--- config.mk ---
export PLATFORM = sky130hd
export DESIGN_NAME = alarm_scheduler
export DESIGN_NICKNAME = d
export VERILOG_FILES = /design/src/rtl/alarm_pkg.sv /design/src/rtl/sec_countdown.sv /design/src/rtl/alarm_scheduler.sv
export SDC_FILE = /design/constraint.sdc
export NUM_CORES = 1
export LEC_CHECK = 0
export ABC_AREA = 1
export CORE_ASPECT_RATIO = 0.75
export CORE_MARGIN = 8
export CORE_UTILIZATION = 44
export DETAILED_ROUTE_END_ITERATION = 12
export PLACE_DENSITY = 0.83
export SLEW_MARGIN = 20
export SYNTH_ARGS = -nofsm -noshare
export SYNTH_HDL_FRONTEND = slang
export SYNTH_SLANG_ARGS = --single-unit
--- constraint.sdc ---
create_clock -name clk1sec -period 2.38 [get_ports clk1sec]
set_input_delay 0.476 -clock clk1sec [delete_from_list [all_inputs] [get_ports clk1sec]]
set_output_delay 0.476 -clock clk1sec [all_outputs]
set_load 0.01 [all_outputs]
--- src/rtl/alarm_pkg.sv ---
// Shared encodings and time-word layout for the alarm scheduler slice.
package alarm_pkg;

  // FSM state encodings, also presented on alarm_state for the LCD mode logic
  typedef enum logic [2:0] {
    ST_IDLE    = 3'd0,
    ST_ARMED   = 3'd1,
    ST_RINGING = 3'd2,
    ST_SNOOZE  = 3'd3,
    ST_DISMISS = 3'd4
  } alarm_state_e;

  // Packed binary time word: {year[11:0], month, day, hour, minute, second}
  localparam int TIME_W  = 52;
  localparam int YEAR_HI = 51;
  localparam int YEAR_LO = 40;
  localparam int MON_HI  = 39;
  localparam int MON_LO  = 32;
  localparam int DAY_HI  = 31;
  localparam int DAY_LO  = 24;
  localparam int HOUR_HI = 23;
  localparam int HOUR_LO = 16;
  localparam int MIN_HI  = 15;
  localparam int MIN_LO  = 8;
  localparam int SEC_HI  = 7;
  localparam int SEC_LO  = 0;

  // Width of the ring/snooze countdown and the snooze budget counter
  localparam int TMR_W = 16;
  localparam int SNZ_W = 4;

endpackage

--- src/rtl/sec_countdown.sv ---
// Loadable 16-bit seconds down-counter that saturates at zero.
module sec_countdown
  import alarm_pkg::*;
(
  input  logic             clk1sec,
  input  logic             rst,
  input  logic             load,
  input  logic [TMR_W-1:0] load_val,
  input  logic             en,
  output logic [TMR_W-1:0] count,
  output logic             zero
);

  // Load has priority over counting; decrement stops at zero instead of wrapping
  always_ff @(posedge clk1sec or negedge rst) begin
    if (!rst) begin
      count <= '0;
    end else if (load) begin
      count <= load_val;
    end else if (en && (count != '0)) begin
      count <= count - 1'b1;
    end
  end

  assign zero = (count == '0);

endmodule

--- src/rtl/alarm_scheduler.sv ---
// Alarm sequencer: arms on a stored alarm, rings on an exact time match, and
// runs the ring / snooze / dismiss cycle with a bounded snooze budget.
module alarm_scheduler
  import alarm_pkg::*;
#(
  parameter int RING_SEC   = 60,
  parameter int SNOOZE_SEC = 300,
  parameter int MAX_SNOOZE = 3
) (
  input  logic              clk1sec,
  input  logic              rst,
  input  logic              alarm_en,
  input  logic [TIME_W-1:0] bin_alarm,
  input  logic [TIME_W-1:0] bin_now,
  input  logic              btn_stop,
  input  logic              btn_snooze,
  output logic              ring,
  output logic              beep,
  output logic              rst_alarm,
  output logic [2:0]        alarm_state,
  output logic [SNZ_W-1:0]  snooze_left,
  output logic [TMR_W-1:0]  remain_sec
);

  localparam logic [TMR_W-1:0] RING_LD   = TMR_W'(RING_SEC - 1);
  localparam logic [TMR_W-1:0] SNOOZE_LD = TMR_W'(SNOOZE_SEC - 1);
  localparam logic [SNZ_W-1:0] SNZ_MAX   = SNZ_W'(MAX_SNOOZE);

  alarm_state_e     state, state_nxt;
  logic             armed_ok, match;
  logic             tmr_load, tmr_en, tmr_zero;
  logic [TMR_W-1:0] tmr_val, tmr_count;
  logic             tone, tone_set, tone_tog;
  logic             sl_dec, sl_reload;

  assign armed_ok = alarm_en && (bin_alarm != '0);
  assign match    = (bin_now == bin_alarm);

  sec_countdown u_timer (
    .clk1sec  (clk1sec),
    .rst      (rst),
    .load     (tmr_load),
    .load_val (tmr_val),
    .en       (tmr_en),
    .count    (tmr_count),
    .zero     (tmr_zero)
  );

  // State register
  always_ff @(posedge clk1sec or negedge rst) begin
    if (!rst) begin
      state <= ST_IDLE;
    end else begin
      state <= state_nxt;
    end
  end

  // Next-state decode plus timer, tone and snooze-budget controls
  always_comb begin
    state_nxt = state;
    tmr_load  = 1'b0;
    tmr_val   = '0;
    tmr_en    = 1'b0;
    tone_set  = 1'b0;
    tone_tog  = 1'b0;
    sl_dec    = 1'b0;
    sl_reload = 1'b0;
    if (!alarm_en && (state != ST_DISMISS)) begin
      // Switching the alarm off abandons the event silently; the stored alarm stays
      state_nxt = ST_IDLE;
      sl_reload = 1'b1;
    end else begin
      case (state)
        ST_IDLE: begin
          if (armed_ok) state_nxt = ST_ARMED;
        end
        ST_ARMED: begin
          if (!armed_ok) begin
            state_nxt = ST_IDLE;
          end else if (match) begin
            state_nxt = ST_RINGING;
            tmr_load  = 1'b1;
            tmr_val   = RING_LD;
            tone_set  = 1'b1;
          end
        end
        ST_RINGING: begin
          // Stop beats snooze beats timeout; a snooze with no budget left is ignored
          if (btn_stop) begin
            state_nxt = ST_DISMISS;
          end else if ((btn_snooze || tmr_zero) && (snooze_left != '0)) begin
            state_nxt = ST_SNOOZE;
            tmr_load  = 1'b1;
            tmr_val   = SNOOZE_LD;
            sl_dec    = 1'b1;
          end else if (tmr_zero) begin
            state_nxt = ST_DISMISS;
          end else begin
            tmr_en   = 1'b1;
            tone_tog = 1'b1;
          end
        end
        ST_SNOOZE: begin
          if (btn_stop) begin
            state_nxt = ST_DISMISS;
          end else if (tmr_zero) begin
            state_nxt = ST_RINGING;
            tmr_load  = 1'b1;
            tmr_val   = RING_LD;
            tone_set  = 1'b1;
          end else begin
            tmr_en = 1'b1;
          end
        end
        ST_DISMISS: begin
          state_nxt = ST_IDLE;
          sl_reload = 1'b1;
        end
        default: begin
          state_nxt = ST_IDLE;
        end
      endcase
    end
  end

  // Tone phase: restarts on at every ring burst, flips each second while ringing
  always_ff @(posedge clk1sec or negedge rst) begin
    if (!rst) begin
      tone <= 1'b0;
    end else if (tone_set) begin
      tone <= 1'b1;
    end else if (tone_tog) begin
      tone <= ~tone;
    end
  end

  // Snooze budget for the current alarm event
  always_ff @(posedge clk1sec or negedge rst) begin
    if (!rst) begin
      snooze_left <= SNZ_MAX;
    end else if (sl_reload) begin
      snooze_left <= SNZ_MAX;
    end else if (sl_dec) begin
      snooze_left <= snooze_left - 1'b1;
    end
  end

  assign alarm_state = state;
  assign ring        = (state == ST_RINGING);
  assign beep        = ring && tone;
  assign rst_alarm   = (state == ST_DISMISS);
  assign remain_sec  = ((state == ST_RINGING) || (state == ST_SNOOZE)) ? tmr_count : '0;

endmodule

==> results.md <==
* Share of cells above drive strength 1 at 0.0425
* Top delay family on crit path: buffers and inverters
* Critical-path cell list: inv_1, nor2_4, inv_2, nor2_1, clkdlybuf4s50_1
* Total GRT Usage at 0.218
* Worst Path Max Fanout at 17
* Most common cell in the netlist: nand2_1
* Die W at 113 µm
* Synth Net Count at 725
* Gate Count Post-Synth at 613
* Number of DRC markers in iteration 0 at 299
* RSZ-0062 raised after global routing: no
* Final worst clock skew at 3.01 ps
* Final setup fails at 0
* Post-route setup TNS at 0 ps
* Post-Layout Cell Count at 837
* DRC viols at 0
* Placed Cells incl. Taps at 833
* Worst Path Required at 1900 ps
* Worst Tran Pin Value at 342 ps
* Max Freq at 455 MHz
* Synthesized flop and latch total at 24
* First-pass GRT wire length at 17.9 mm
* Leakage at 2.48 nW
* Mapped Avg Cell Area at 5.09 µm²
* Layout net count at 866
* Clk sink count at 24
* Delay of the slowest critical-path stage at 560 ps
* # hold bufs at CTS at 0
* Post-CTS Repair Setup Buffers at 0
* Slew margin rel. at 0.770
* Layout area overhead at 48.3%
* Synth area leader: nand2_1
* Peak supply drop at 0.375 mV
* Fin. Hold Viols at 0
* Clock Latency Late Sink at 270 ps
* Clock buffer depth at 2
* Seq/Total Area, Yosys at 0.193
* Die height at 88.9 µm
* Initial Utilization at 0.457
* Final wirelength at 11.2 mm
* CTS root buffer: clkbuf_8
* Fin. max-slew vios at 0
* Post-layout minimum cycle time at 2200 ps
* DR vias at 3979
* GR Overflow Total at 0
* Post-CTS Resized at 0
* Number of max-cap violations at 0
* Initial antenna violation count at 0
* H-tree depth at 1
* Final worst-path cycle share at 0.923
* Core Rows at 26
* Fraction of registers with async set/reset at 1.00
* RD Place Congestion at 0.921
* TritonCTS Buffers at 3
* Largest net degree at the start of global routing at 25
* Post-synth EDFFs at 0
* Status: finished, final reports clean
* First drt pass iteration count at 5
* Yosys warns at 0
* Yosys top cell area share at 0.259
* DIE AREA at 10100 µm²
* Netlist cell types at 30
* IO Pins at 135
* Critical Path End Type: output pin
* Antenna viol nets, final at 0
* Post-synth top cells: nand2_1, nor2_1, inv_1
* Top cells by area, synth: nand2_1, nor2_1, dfrtp_1
* CP max-delay cell: clkdlybuf4s50_1
* Worst-path clk slew at 90 ps
* Worst Setup Start Kind: flip-flop
* Routed len/inst at 13.3 µm
* WS Path Type: reg2out
* Via density at 4.75
* Combined buffer and inverter count along the critical path at 3
* Fin area at 4630 µm²
* Detailed placement HPWL at 9.53 mm
* Area of placed instances at 4580 µm²
* Main synth FF type: dfrtp_1
* PwrDens at 446 nW/µm²
* Synth Cell Area at 3120 µm²
* # diodes at 0
* Core area at 6830 µm²
* Final Hold Slack at 507 ps
* Vias in the first global route at 3757
* CTS tree: done
* Critical Path AT at 1720 ps
* I/O Buffers at 134
* Hold Crit Class: reg2reg
==> report_power, final <==
part	switching, W	internal (W)	total (W)
Combinational	0.000636	0.000522	0.00116
Sequential	0.000128	0.000523	0.000651
Clock	0.000138	0.000120	0.000258
==> per-layer routing <==
layer	part of all wire	wire length (µm)	GRT usage	up-vias
li1	-	-	-	2083
met1	0.45	5080	0.283	1727
met2	0.45	5020	0.370	161
met3	0.091	1020	0.0574	8
met4	0.0048	54	0.0169	0
met5	0	0	0	-
==> sequential cells by signal, indices dropped and copies added, names as in the netlist <==
| register | flops |
|---|---|
| alarm_state | 3 |
| snooze_left | 4 |
| tone | 1 |
| u_timer.count | 16 |
==> path summary, 6_finish.rpt <==
check | slack, ps | startpoint | cells past startpoint | endpoint
setup / recovery | 180 | alarm_state[1] | 5 | remain_sec[6]
hold / removal | 510 | snooze_left[3] | 1 | snooze_left[3]
setup reg to reg | 340 | u_timer.count[0] | 11 | u_timer.count[14]
hold reg to reg | 510 | snooze_left[3] | 1 | snooze_left[3]
max in group asynchronous | 1530 | rst | 2 | snooze_left[1]
min in group asynchronous | 560 | rst | 2 | u_timer.count[13]
==> logic make-up (layout without fill, tap and decap cells) <==
kind of cell             count (synthesis)  in the layout  share of synthesized area
AND/OR/NAND/NOR                        427            427                      0.556
adder cells (fa/ha/maj)                  3              3                     0.0120
XOR/XNOR                                19             19                     0.0533
buffers and inverters                  125            265                      0.156
AO/OA/AOI/OAI                           15             15                     0.0293
flip-flops                              24             24                      0.193
==> through the flow <==
| stage | total power (W) | util | setup slack (ps) |
|---|---|---|---|
| final | 0.00207 | 0.678 | 183 |
| after detailed placement | 0.00180 | 0.670 | 2.89 |
| after floorplan | 0.00130 | - | 615 |
| after global routing | 0.00224 | 0.678 | 71.3 |
| after global placement | 0.00177 | 0.670 | 1.23 |
| after CTS | 0.00205 | 0.677 | 195 |
==> placed cells by master (no fill, tap or decap), drive strengths merged, types with 7 or more instances in the layout <==
cell type,netlist,final
nand3,28,28
nor2,159,159
inv,121,121
xnor2,10,10
nand4,7,7
xor2,9,9
dfrtp,22,22
clkdlybuf4s50,0,134
nand2,220,220
o21ai,7,7
==> layout make-up <==
cell class	instances	area (µm²)
clock buffers	4	45.0
fillers	634	2200
inverters	121	454
multi-input cells	464	2040
flip-flops and latches	24	603
well taps	84	105
repair buffers	140	1390
Power figures use the tool's default switching activity.
